==> src/rtl/sram_bus_arbiter.sv <==
// Two-master Wishbone arbiter for the shared SRAM slave port.
// Ports: clk_bus/rst_bus, m0_* (fetch) and m1_* (load/store) master
// ports, s_* SRAM slave port, grant_o one-hot current owner.
module sram_bus_arbiter #(
   parameter int unsigned MAX_ACKS = 16,
   parameter int unsigned CNT_W    = 5
) (
   input  logic        clk_bus,
   input  logic        rst_bus,
   input  logic [31:0] m0_adr_i,
   input  logic [31:0] m0_dat_i,
   output logic [31:0] m0_dat_o,
   input  logic [3:0]  m0_sel_i,
   input  logic        m0_we_i,
   input  logic        m0_cyc_i,
   input  logic        m0_stb_i,
   output logic        m0_ack_o,
   output logic        m0_err_o,
   output logic        m0_rty_o,
   input  logic [31:0] m1_adr_i,
   input  logic [31:0] m1_dat_i,
   output logic [31:0] m1_dat_o,
   input  logic [3:0]  m1_sel_i,
   input  logic        m1_we_i,
   input  logic        m1_cyc_i,
   input  logic        m1_stb_i,
   output logic        m1_ack_o,
   output logic        m1_err_o,
   output logic        m1_rty_o,
   output logic [31:0] s_adr_o,
   output logic [31:0] s_dat_o,
   output logic [3:0]  s_sel_o,
   output logic        s_we_o,
   output logic        s_cyc_o,
   output logic        s_stb_o,
   input  logic [31:0] s_dat_i,
   input  logic        s_ack_i,
   input  logic        s_err_i,
   input  logic        s_rty_i,
   output logic [1:0]  grant_o
);

   typedef enum logic [2:0] {
      IDLE, OWN0, OWN1, YIELD0, YIELD1
   } state_t;

   localparam logic [CNT_W-1:0] CNT_MAX = CNT_W'(MAX_ACKS);
   localparam bit LIMIT_ON = (MAX_ACKS != 0);

   state_t           state, state_nxt;
   logic             last, last_nxt;
   logic [CNT_W-1:0] cnt, cnt_nxt;
   logic             req0, req1, at_limit;

   assign req0 = m0_cyc_i & m0_stb_i;
   assign req1 = m1_cyc_i & m1_stb_i;
   assign at_limit = LIMIT_ON && (cnt == CNT_MAX);

   always_ff @(posedge clk_bus) begin
      if (rst_bus) begin
         state <= IDLE;
         last  <= 1'b1;
         cnt   <= '0;
      end else begin
         state <= state_nxt;
         last  <= last_nxt;
         cnt   <= cnt_nxt;
      end
   end

   always_comb begin
      state_nxt = state;
      last_nxt  = last;
      cnt_nxt   = cnt;
      m0_dat_o  = s_dat_i;
      m1_dat_o  = s_dat_i;
      m0_ack_o  = 1'b0;
      m0_err_o  = 1'b0;
      m0_rty_o  = 1'b0;
      m1_ack_o  = 1'b0;
      m1_err_o  = 1'b0;
      m1_rty_o  = 1'b0;
      s_adr_o   = '0;
      s_dat_o   = '0;
      s_sel_o   = '0;
      s_we_o    = 1'b0;
      s_cyc_o   = 1'b0;
      s_stb_o   = 1'b0;
      grant_o   = 2'b00;
      unique case (state)
         IDLE: begin
            // On a tie, the master that did not own the bus last wins.
            if (req0 && (!req1 || last)) begin
               state_nxt = OWN0;
               last_nxt  = 1'b0;
               cnt_nxt   = '0;
            end else if (req1) begin
               state_nxt = OWN1;
               last_nxt  = 1'b1;
               cnt_nxt   = '0;
            end
         end
         OWN0: begin
            grant_o  = 2'b01;
            s_adr_o  = m0_adr_i;
            s_dat_o  = m0_dat_i;
            s_sel_o  = m0_sel_i;
            s_we_o   = m0_we_i;
            s_cyc_o  = m0_cyc_i;
            s_stb_o  = m0_stb_i;
            m0_ack_o = s_ack_i;
            m0_err_o = s_err_i;
            m0_rty_o = s_rty_i;
            if (s_ack_i && (cnt != CNT_MAX))
               cnt_nxt = cnt + 1'b1;
            // Only yield outside an ack cycle so no response is dropped.
            if (!m0_cyc_i)
               state_nxt = IDLE;
            else if (at_limit && req1 && !s_ack_i)
               state_nxt = YIELD0;
         end
         OWN1: begin
            grant_o  = 2'b10;
            s_adr_o  = m1_adr_i;
            s_dat_o  = m1_dat_i;
            s_sel_o  = m1_sel_i;
            s_we_o   = m1_we_i;
            s_cyc_o  = m1_cyc_i;
            s_stb_o  = m1_stb_i;
            m1_ack_o = s_ack_i;
            m1_err_o = s_err_i;
            m1_rty_o = s_rty_i;
            if (s_ack_i && (cnt != CNT_MAX))
               cnt_nxt = cnt + 1'b1;
            if (!m1_cyc_i)
               state_nxt = IDLE;
            else if (at_limit && req0 && !s_ack_i)
               state_nxt = YIELD1;
         end
         YIELD0: begin
            grant_o  = 2'b01;
            m0_rty_o = req0;
            if (!m0_cyc_i)
               state_nxt = IDLE;
         end
         YIELD1: begin
            grant_o  = 2'b10;
            m1_rty_o = req1;
            if (!m1_cyc_i)
               state_nxt = IDLE;
         end
         default: state_nxt = IDLE;
      endcase
   end

endmodule

==> config.mk <==
export PLATFORM = sky130hd
export DESIGN_NAME = sram_bus_arbiter
export DESIGN_NICKNAME = d
export VERILOG_FILES = /design/src/rtl/sram_bus_arbiter.sv
export SDC_FILE = /design/constraint.sdc
export NUM_CORES = 1
export LEC_CHECK = 0
export BUFFER_PORTS_ARGS = -buffer_cell sky130_fd_sc_hd__buf_2
export CORE_AREA = 2 2 127 129
export DETAILED_ROUTE_END_ITERATION = 8
export DIE_AREA = 0 0 129 131
export HOLD_SLACK_MARGIN = 0.03
export MAX_ROUTING_LAYER = met4
export PLACE_DENSITY = 0.41
export SLEW_MARGIN = 25
export SYNTH_ARGS = -nofsm -noshare
export SYNTH_HDL_FRONTEND = slang
export SYNTH_SLANG_ARGS = --single-unit
==> constraint.sdc <==
create_clock -name clk_bus -period 4.25 [get_ports clk_bus]
set_input_delay 0.2125 -clock clk_bus [delete_from_list [all_inputs] [get_ports clk_bus]]
set_output_delay 0.2125 -clock clk_bus [all_outputs]
set_load 0.05 [all_outputs]
==> out/qor.txt, run 1 <==
========================================================================================
IO Pins                                                                              322
Outcome                                                                     finished, final reports clean
Mapped Area                                                                 0.00194 sq mm
Routed wire length per instance                                                  18.2 um
Clock tree from TritonCTS                                                            yes
Number of gates resized after cts                                                      0
Clock-pin slew of the registers on the worst-case setup and hold paths           0.04 ns
Drc violations                                                                         0
Maximum fanout count along the critical path                                          40
Kind of end point of the critical path                                       output port
Final TNS setup                                                                     0 ns
Iteration count of the initial detailed-routing pass                                   4
Clock Tree Root                                                             sky130_fd_sc_hd__clkbuf_16
Yosys warns                                                                            0
Detailed placer's ending HPWL                                                    9230 um
Worst IR Drop VDD                                                             0.000179 V
CP Launch Point                                                             state[0]$_SDFFE_PP0P_
Leftover overflow at the end of global routing                                         0
Setup Crit Path Kind                                                        flip-flop to output port
# nets final                                                                         576
Worst Hold Class                                                            input pin to flip-flop
Insertion delay to the later sink of the worst-skew pair                         0.24 ns
Share of final-layout standard cells stronger than drive strength 1                61.4%
Violation count after the first detailed-routing iteration                           135
Top_reg_cell synth                                                          sky130_fd_sc_hd__dfxtp_1
Startpoint types                                                               flip-flop
Number of nets with antenna violations after routing                                   0
TritonCTS buffer count                                                                 3
Cells after synthesis                                                                246
Die boundary width                                                                129 um
Vertical die dimension                                                            131 um
Final Power                                                                      1.25 mW
Data required, critical path                                                     4.04 ns
Max-cap violations                                                                     0
Sequential-to-total area share from yosys stat                                     9.30%
Final setup violation count                                                            0
Avg Synthesized Cell Area                                                     7.88 sq um
Areal power density over the cells                                           436 mW/mm^2
Final Hold Slack                                                                0.283 ns
Slew of the pin with the lowest slew margin                                     0.751 ns
Number of vias after detailed routing                                              2,548
Post-synthesis cell type count                                                        48
Final Core Density                                                                 18.4%
Final weighted congestion in routability-driven placement                          0.915
Row Count                                                                             46
Timing-limited maximum frequency                                               0.370 GHz
Worst relative slew slack                                                          49.9%
Antenna diode count                                                                    0
Proportion of synthesized flip-flops having asynchronous set or reset                 0%
Post-CTS setup buffer count                                                            0
Pins Over Slew Limit                                                                   0
RSZ-0062 raised after global routing                                                  no
CTS Hold Bufs                                                                          0
Number of vias per cell                                                             4.18
Area of the core                                                            0.0156 sq mm
Total wire length after detailed routing                                       11,100 um
Worst Path Arrival                                                               2.49 ns
Vias in the first global route                                                     2,333
Least setup slack across all paths after layout                                  1.54 ns
Count of state elements after synthesis                                                9
Area growth, synth to finish                                                       48.0%
Worst clock skew                                                              0.00264 ns
Total track usage                                                                  11.9%
Post-layout minimum cycle time                                                   2.71 ns
Buffer levels on the longest clock path                                                2
Initial standard-cell utilization of the core                                      12.4%
Leakage component of the power                                                   1.57 nW
Number of synthesized flops with an enable pin                                         0
Startpoint of the lowest-slack register-to-register path                    state[1]$_SDFFE_PP0P_
Pin count of the biggest net entering global routing                                  74
Global-route wire length before repair                                         14,500 um
Count of final hold-check violations                                                   0
IO Port Bufs                                                                         225
Number of antenna violations at the first check in global routing                      0
Pre-CTS WS                                                                       1.78 ns
Die area                                                                    0.0169 sq mm
Worst min-delay path startpoint                                                  rst_bus
Clock tree sinks                                                                       9
Net Count, Synth                                                                     427
Portion of the clock cycle consumed by the worst path in the final layout          63.7%
Total number of H-tree levels                                                          1
========================================================================================
critical path, stage by stage, from the launching register on:
cell                      delay, ns
sky130_fd_sc_hd__dfxtp_1       0.68
sky130_fd_sc_hd__nand2_1       0.28
sky130_fd_sc_hd__nor2_4        0.30
sky130_fd_sc_hd__buf_4         0.43
sky130_fd_sc_hd__a22o_1        0.23
sky130_fd_sc_hd__buf_2         0.31
path summary, 6_finish.rpt:
| path | endpoint | slack, ns | cells after the start |
|---|---|---|---|
| worst max-delay path | s_dat_o[14] | 1.54 | 5 |
| worst min-delay path | cnt[2]$_SDFFE_PP0P_ | 0.28 | 2 |
| worst max register to register | cnt[4]$_SDFFE_PP0P_ | 2.06 | 5 |
| worst min register to register | cnt[4]$_SDFFE_PP0P_ | 0.51 | 1 |
logic make-up (layout without fill, tap and decap cells):
kind of cell	count (synthesis)	in the layout	share of synthesized area, %
AOI/OAI and AO/OA	100	100	44.0
buffers and inverters	91	239	31.2
and+or+nand+nor	43	43	13.4
DFF	9	9	9.30
adders and majority gates	2	2	1.29
xor gates and xnor gates	1	1	0.839
through the flow:
stage	instances	area (sq um)
finish	610	2870
global route	610	2870
CTS	610	2870
detailed placement	606	2790
global placement	606	2790
floorplan	246	1940
placed cells by master (no fill, tap or decap), types with 2 or more instances in the layout:
cell type                     n
sky130_fd_sc_hd__clkbuf_16    3
sky130_fd_sc_hd__a311oi_1     3
sky130_fd_sc_hd__nand3b_1     3
sky130_fd_sc_hd__and2_1       2
sky130_fd_sc_hd__a22o_1      70
sky130_fd_sc_hd__nor2_1       6
sky130_fd_sc_hd__inv_1        6
sky130_fd_sc_hd__nor3_1       3
sky130_fd_sc_hd__nand3_1      3
sky130_fd_sc_hd__a31oi_1      3
sky130_fd_sc_hd__o2111ai_1    2
sky130_fd_sc_hd__nand2_1     10
sky130_fd_sc_hd__a31o_2       2
sky130_fd_sc_hd__buf_4        3
sky130_fd_sc_hd__dfxtp_1      9
sky130_fd_sc_hd__buf_2      225
sky130_fd_sc_hd__ha_1         2
sky130_fd_sc_hd__a211oi_1     2
sky130_fd_sc_hd__a21oi_1      4
sky130_fd_sc_hd__nand4_1      2
sky130_fd_sc_hd__nand2b_1     2
sky130_fd_sc_hd__a221o_1      3
state kept, by name, indices dropped and copies added, names as in the netlist:
name,cells
last,1
cnt,5
state,3
layer usage:
layer  GRT usage [%]  wire length [um]  share of wire, %
met1            15.4              4650                42
met2            18.5              5090                46
met3            3.22              1150                10
met4            3.20               185               1.7
met5               -                 0                 0
report_power, final:
| part | switching, mW | internal, mW | leakage (nW) |
|---|---|---|---|
| sequential | 0.0207 | 0.0918 | 0.0731 |
| clock | 0.0460 | 0.126 | 0.0382 |
| combinational | 0.706 | 0.260 | 1.46 |
| total | 0.772 | 0.478 | 1.57 |
cell usage after synthesis (2+ instances only):
cell type | count | share of area, %
sky130_fd_sc_hd__a22o_1 | 70 | 32
sky130_fd_sc_hd__and2_1 | 2 | 0.65
sky130_fd_sc_hd__nor3_1 | 3 | 0.77
sky130_fd_sc_hd__buf_2 | 12 | 3.1
sky130_fd_sc_hd__ha_1 | 2 | 1.3
sky130_fd_sc_hd__dfxtp_1 | 9 | 9.3
sky130_fd_sc_hd__nand3_1 | 3 | 0.77
sky130_fd_sc_hd__o2111ai_1 | 2 | 0.90
sky130_fd_sc_hd__nand2b_1 | 2 | 0.65
sky130_fd_sc_hd__a311oi_1 | 3 | 1.4
sky130_fd_sc_hd__a221o_1 | 3 | 1.5
sky130_fd_sc_hd__nand4_1 | 2 | 0.65
sky130_fd_sc_hd__a211oi_1 | 2 | 0.77
sky130_fd_sc_hd__nand2_1 | 10 | 1.9
sky130_fd_sc_hd__a31oi_1 | 3 | 0.97
sky130_fd_sc_hd__a21oi_1 | 4 | 1.0
sky130_fd_sc_hd__clkbuf_1 | 2 | 0.39
sky130_fd_sc_hd__nor3b_1 | 2 | 0.77
sky130_fd_sc_hd__buf_4 | 64 | 25
sky130_fd_sc_hd__nor2_1 | 6 | 1.2
sky130_fd_sc_hd__nand3b_1 | 3 | 1.2
sky130_fd_sc_hd__buf_1 | 5 | 0.97
sky130_fd_sc_hd__a31o_2 | 2 | 0.90
sky130_fd_sc_hd__inv_1 | 6 | 1.2
layout make-up:
| class | instances | area (sq um) |
|---|---|---|
| Inverter | 7 | 26.3 |
| Tap cell | 216 | 270 |
| Multi-Input combinational cell | 146 | 1160 |
| Sequential cell | 9 | 180 |
| Clock buffer | 4 | 78.8 |
| Timing Repair Buffer | 228 | 1150 |
| Fill cell | 1795 | 12700 |
Note: power is estimated with default switching activity, not from simulation.
==> run 2: changes to the inputs <==
- CORE_AREA: 2 2 127 129 -> 2 2 124 126
- DIE_AREA: 0 0 129 131 -> 0 0 126 128
- PLACE_DENSITY: 0.41 -> 0.42
- clock period: 4.25 -> 2.81 ns (I/O delays scaled with it)
==> run 2 against run 1 <==
Compared with the run above: flip-flop and latch count did not move; critical path depth fell by 1; worst hold slack worse by 0.073 ns; utilization increased by 0.99 points; global-route usage fell by 0.37 points; clock power up 47%; largest cell class is now non-clock buffers; largest power group unchanged.
==> out/qor.txt, run 2 (same netlist as run 1, synthesis figures left out) <==
========================================================================================
Startpoint types                                                               flip-flop   unchanged
Kind of end point of the critical path                                       output port   unchanged
Setup Crit Path Kind                                                        flip-flop to output port   unchanged
Maximum fanout count along the critical path                                          39   was 40
Final setup violation count                                                            0   unchanged
Multi-input gate area                                                       0.00116 sq mm   unchanged
Worst relative slew slack                                                          61.3%   was 49.9%
Number of antenna violations at the first check in global routing                      1   was 0
Max-cap violations                                                                     0   unchanged
Combined flip-flop and latch cell area                                         180 sq um   unchanged
Register with the most flip-flops                                                    cnt   unchanged
Portion of the clock cycle consumed by the worst path in the final layout          83.1%
Timing-limited maximum frequency                                               0.428 GHz
Met1 Use GR                                                                        14.9%   was 15.4%
Worst IR Drop VDD                                                             0.000320 V   was 0.000179 V
Clock tree sinks                                                                       9   unchanged
Worst clock skew                                                              0.00361 ns   was 0.00264 ns
Fill cell instance count of the final layout                                       1,717   was 1,795
Clock tree from TritonCTS                                                            yes   unchanged
Global-route wire length before repair                                         14,200 um   was 14,500 um
Count of final hold-check violations                                                   0   unchanged
Total number of H-tree levels                                                          1   unchanged
Total wire length after detailed routing                                       10,300 um   was 11,100 um
Area growth, synth to finish                                                       48.6%   was 48.0%
Buffer levels on the longest clock path                                                2   unchanged
Areal power density over the cells                                           659 mW/mm^2   was 436 mW/mm^2
Initial standard-cell utilization of the core                                      13.0%   was 12.4%
Share of final-layout standard cells stronger than drive strength 1                61.5%   was 61.4%
Slew of the pin with the lowest slew margin                                     0.579 ns   was 0.751 ns
Commonest non-fill, non-tap cell in the layout                              sky130_fd_sc_hd__buf_2   unchanged
GR peak layer                                                                       met2   unchanged
Total track usage                                                                  11.6%   was 11.9%
Least setup slack across all paths after layout                                 0.476 ns   was 1.54 ns
Clock-pin slew of the registers on the worst-case setup and hold paths           0.04 ns   about the same
Insertion delay to the later sink of the worst-skew pair                         0.24 ns   about the same
Final TNS setup                                                                     0 ns   unchanged
TritonCTS buffer count                                                                 3   unchanged
Post-DP Area                                                                0.00280 sq mm   was 0.00279 sq mm
Final weighted congestion in routability-driven placement                          0.924   was 0.915
Pins Over Slew Limit                                                                   0   unchanged
Vertical die dimension                                                            128 um   was 131 um
Worst Hold Class                                                            input pin to flip-flop   unchanged
Leftover overflow at the end of global routing                                         0   unchanged
RSZ-0062 raised after global routing                                                  no   unchanged
Row Count                                                                             45   was 46
Max reg flops                                                                          5   unchanged
Detailed placer's ending HPWL                                                    8650 um   was 9230 um
Reg2Reg Depth                                                                          5   unchanged
Drc violations                                                                         0   unchanged
Register-to-register setup slack                                                 0.93 ns   was 2.06 ns
Vias in the first global route                                                     2,326   was 2,333
Die boundary width                                                                126 um   was 129 um
Top library cells by usage in the layout, fill and taps aside               sky130_fd_sc_hd__buf_2, sky130_fd_sc_hd__a22o_1, sky130_fd_sc_hd__nand2_1, sky130_fd_sc_hd__dfxtp_1   unchanged
Global routing usage on met2                                                       18.6%   was 18.5%
Clock Tree Root                                                             sky130_fd_sc_hd__clkbuf_16   unchanged
Final Core Density                                                                 19.4%   was 18.4%
Iteration count of the initial detailed-routing pass                                   4   unchanged
Summed area of non-filler cells in the final layout                         0.00288 sq mm   was 0.00287 sq mm
Leakage component of the power                                                   1.59 nW   was 1.57 nW
IO Port Bufs                                                                         225   unchanged
Outcome                                                                     finished, final reports clean   unchanged
Violation count after the first detailed-routing iteration                            88   was 135
CTS Hold Bufs                                                                          0   unchanged
Cell count after placement                                                           579   was 606
Global routing usage on met3                                                       3.17%   was 3.22%
Area of the core                                                            0.0149 sq mm   was 0.0156 sq mm
Worst Path Arrival                                                               2.19 ns   was 2.49 ns
# nets final                                                                         577   was 576
Final Power                                                                      1.90 mW   was 1.25 mW
Hold-critical path depth                                                               2   unchanged
Number of nets with antenna violations after routing                                   0   unchanged
Data required, critical path                                                     2.67 ns   was 4.04 ns
Routed wire length per instance                                                  17.7 um   was 18.2 um
Pin count of the biggest net entering global routing                                  71   was 74
Count of non-filler cells in the finished layout                                     584   was 610
IO Pins                                                                              322   unchanged
Number of gates resized after cts                                                      0   unchanged
Registers with the most flip-flops                                          cnt (5), state (3), last (1)   unchanged
Pre-CTS WS                                                                      0.693 ns   was 1.78 ns
Number of vias per cell                                                             4.38   was 4.18
Number of vias after detailed routing                                              2,557   was 2,548
Post-layout minimum cycle time                                                   2.33 ns
Post-CTS setup buffer count                                                            0   unchanged
Die area                                                                    0.0161 sq mm   was 0.0169 sq mm
Final Hold Slack                                                                0.210 ns   was 0.283 ns
========================================================================================
-- run 2: changes by cell type in the layout (fill, tap and decap cells not counted), sizes merged --
cell   delta
buf       +1
diode     +1
-- run 2: final timing paths --
kind                         startpoint                   to
hold reg to reg       last$_SDFFE_PP1P_    last$_SDFFE_PP1P_
setup / recovery  state[1]$_SDFFE_PP0P_          s_dat_o[20]
setup reg to reg  state[1]$_SDFFE_PP0P_  cnt[3]$_SDFFE_PP0P_
hold / removal                  rst_bus  cnt[2]$_SDFFE_PP0P_
-- run 2: where the power goes --
| part | switching [mW] | internal [mW] |
|---|---|---|
| clock network | 0.0623 | 0.190 |
| logic | 1.07 | 0.417 |
| registers | 0.0242 | 0.139 |
| total | 1.15 | 0.746 |
-- run 2: critical path, cell delays in order, from the launching register on --
cell and delay (ns):
sky130_fd_sc_hd__dfxtp_1 0.68, sky130_fd_sc_hd__nor3b_2 0.45, sky130_fd_sc_hd__buf_12 0.25, sky130_fd_sc_hd__a22o_1 0.26, sky130_fd_sc_hd__buf_2 0.30
-- run 2: cell type report --
type,count,share of cell area [%]
well taps,188,8.17
diodes,1,0.0869
multi-input cells,146,40.4
clock buffers,4,2.74
flip-flops and latches,9,6.26
inverters,7,0.912
repair buffers,229,41.4
-- run 2: metal layers --
metal | up-vias | share of wire, %
met3 | 5 | 9.2
li1 | 1182 | -
met4 | 0 | 0.43
met5 | - | 0
met2 | 161 | 47
met1 | 1209 | 43
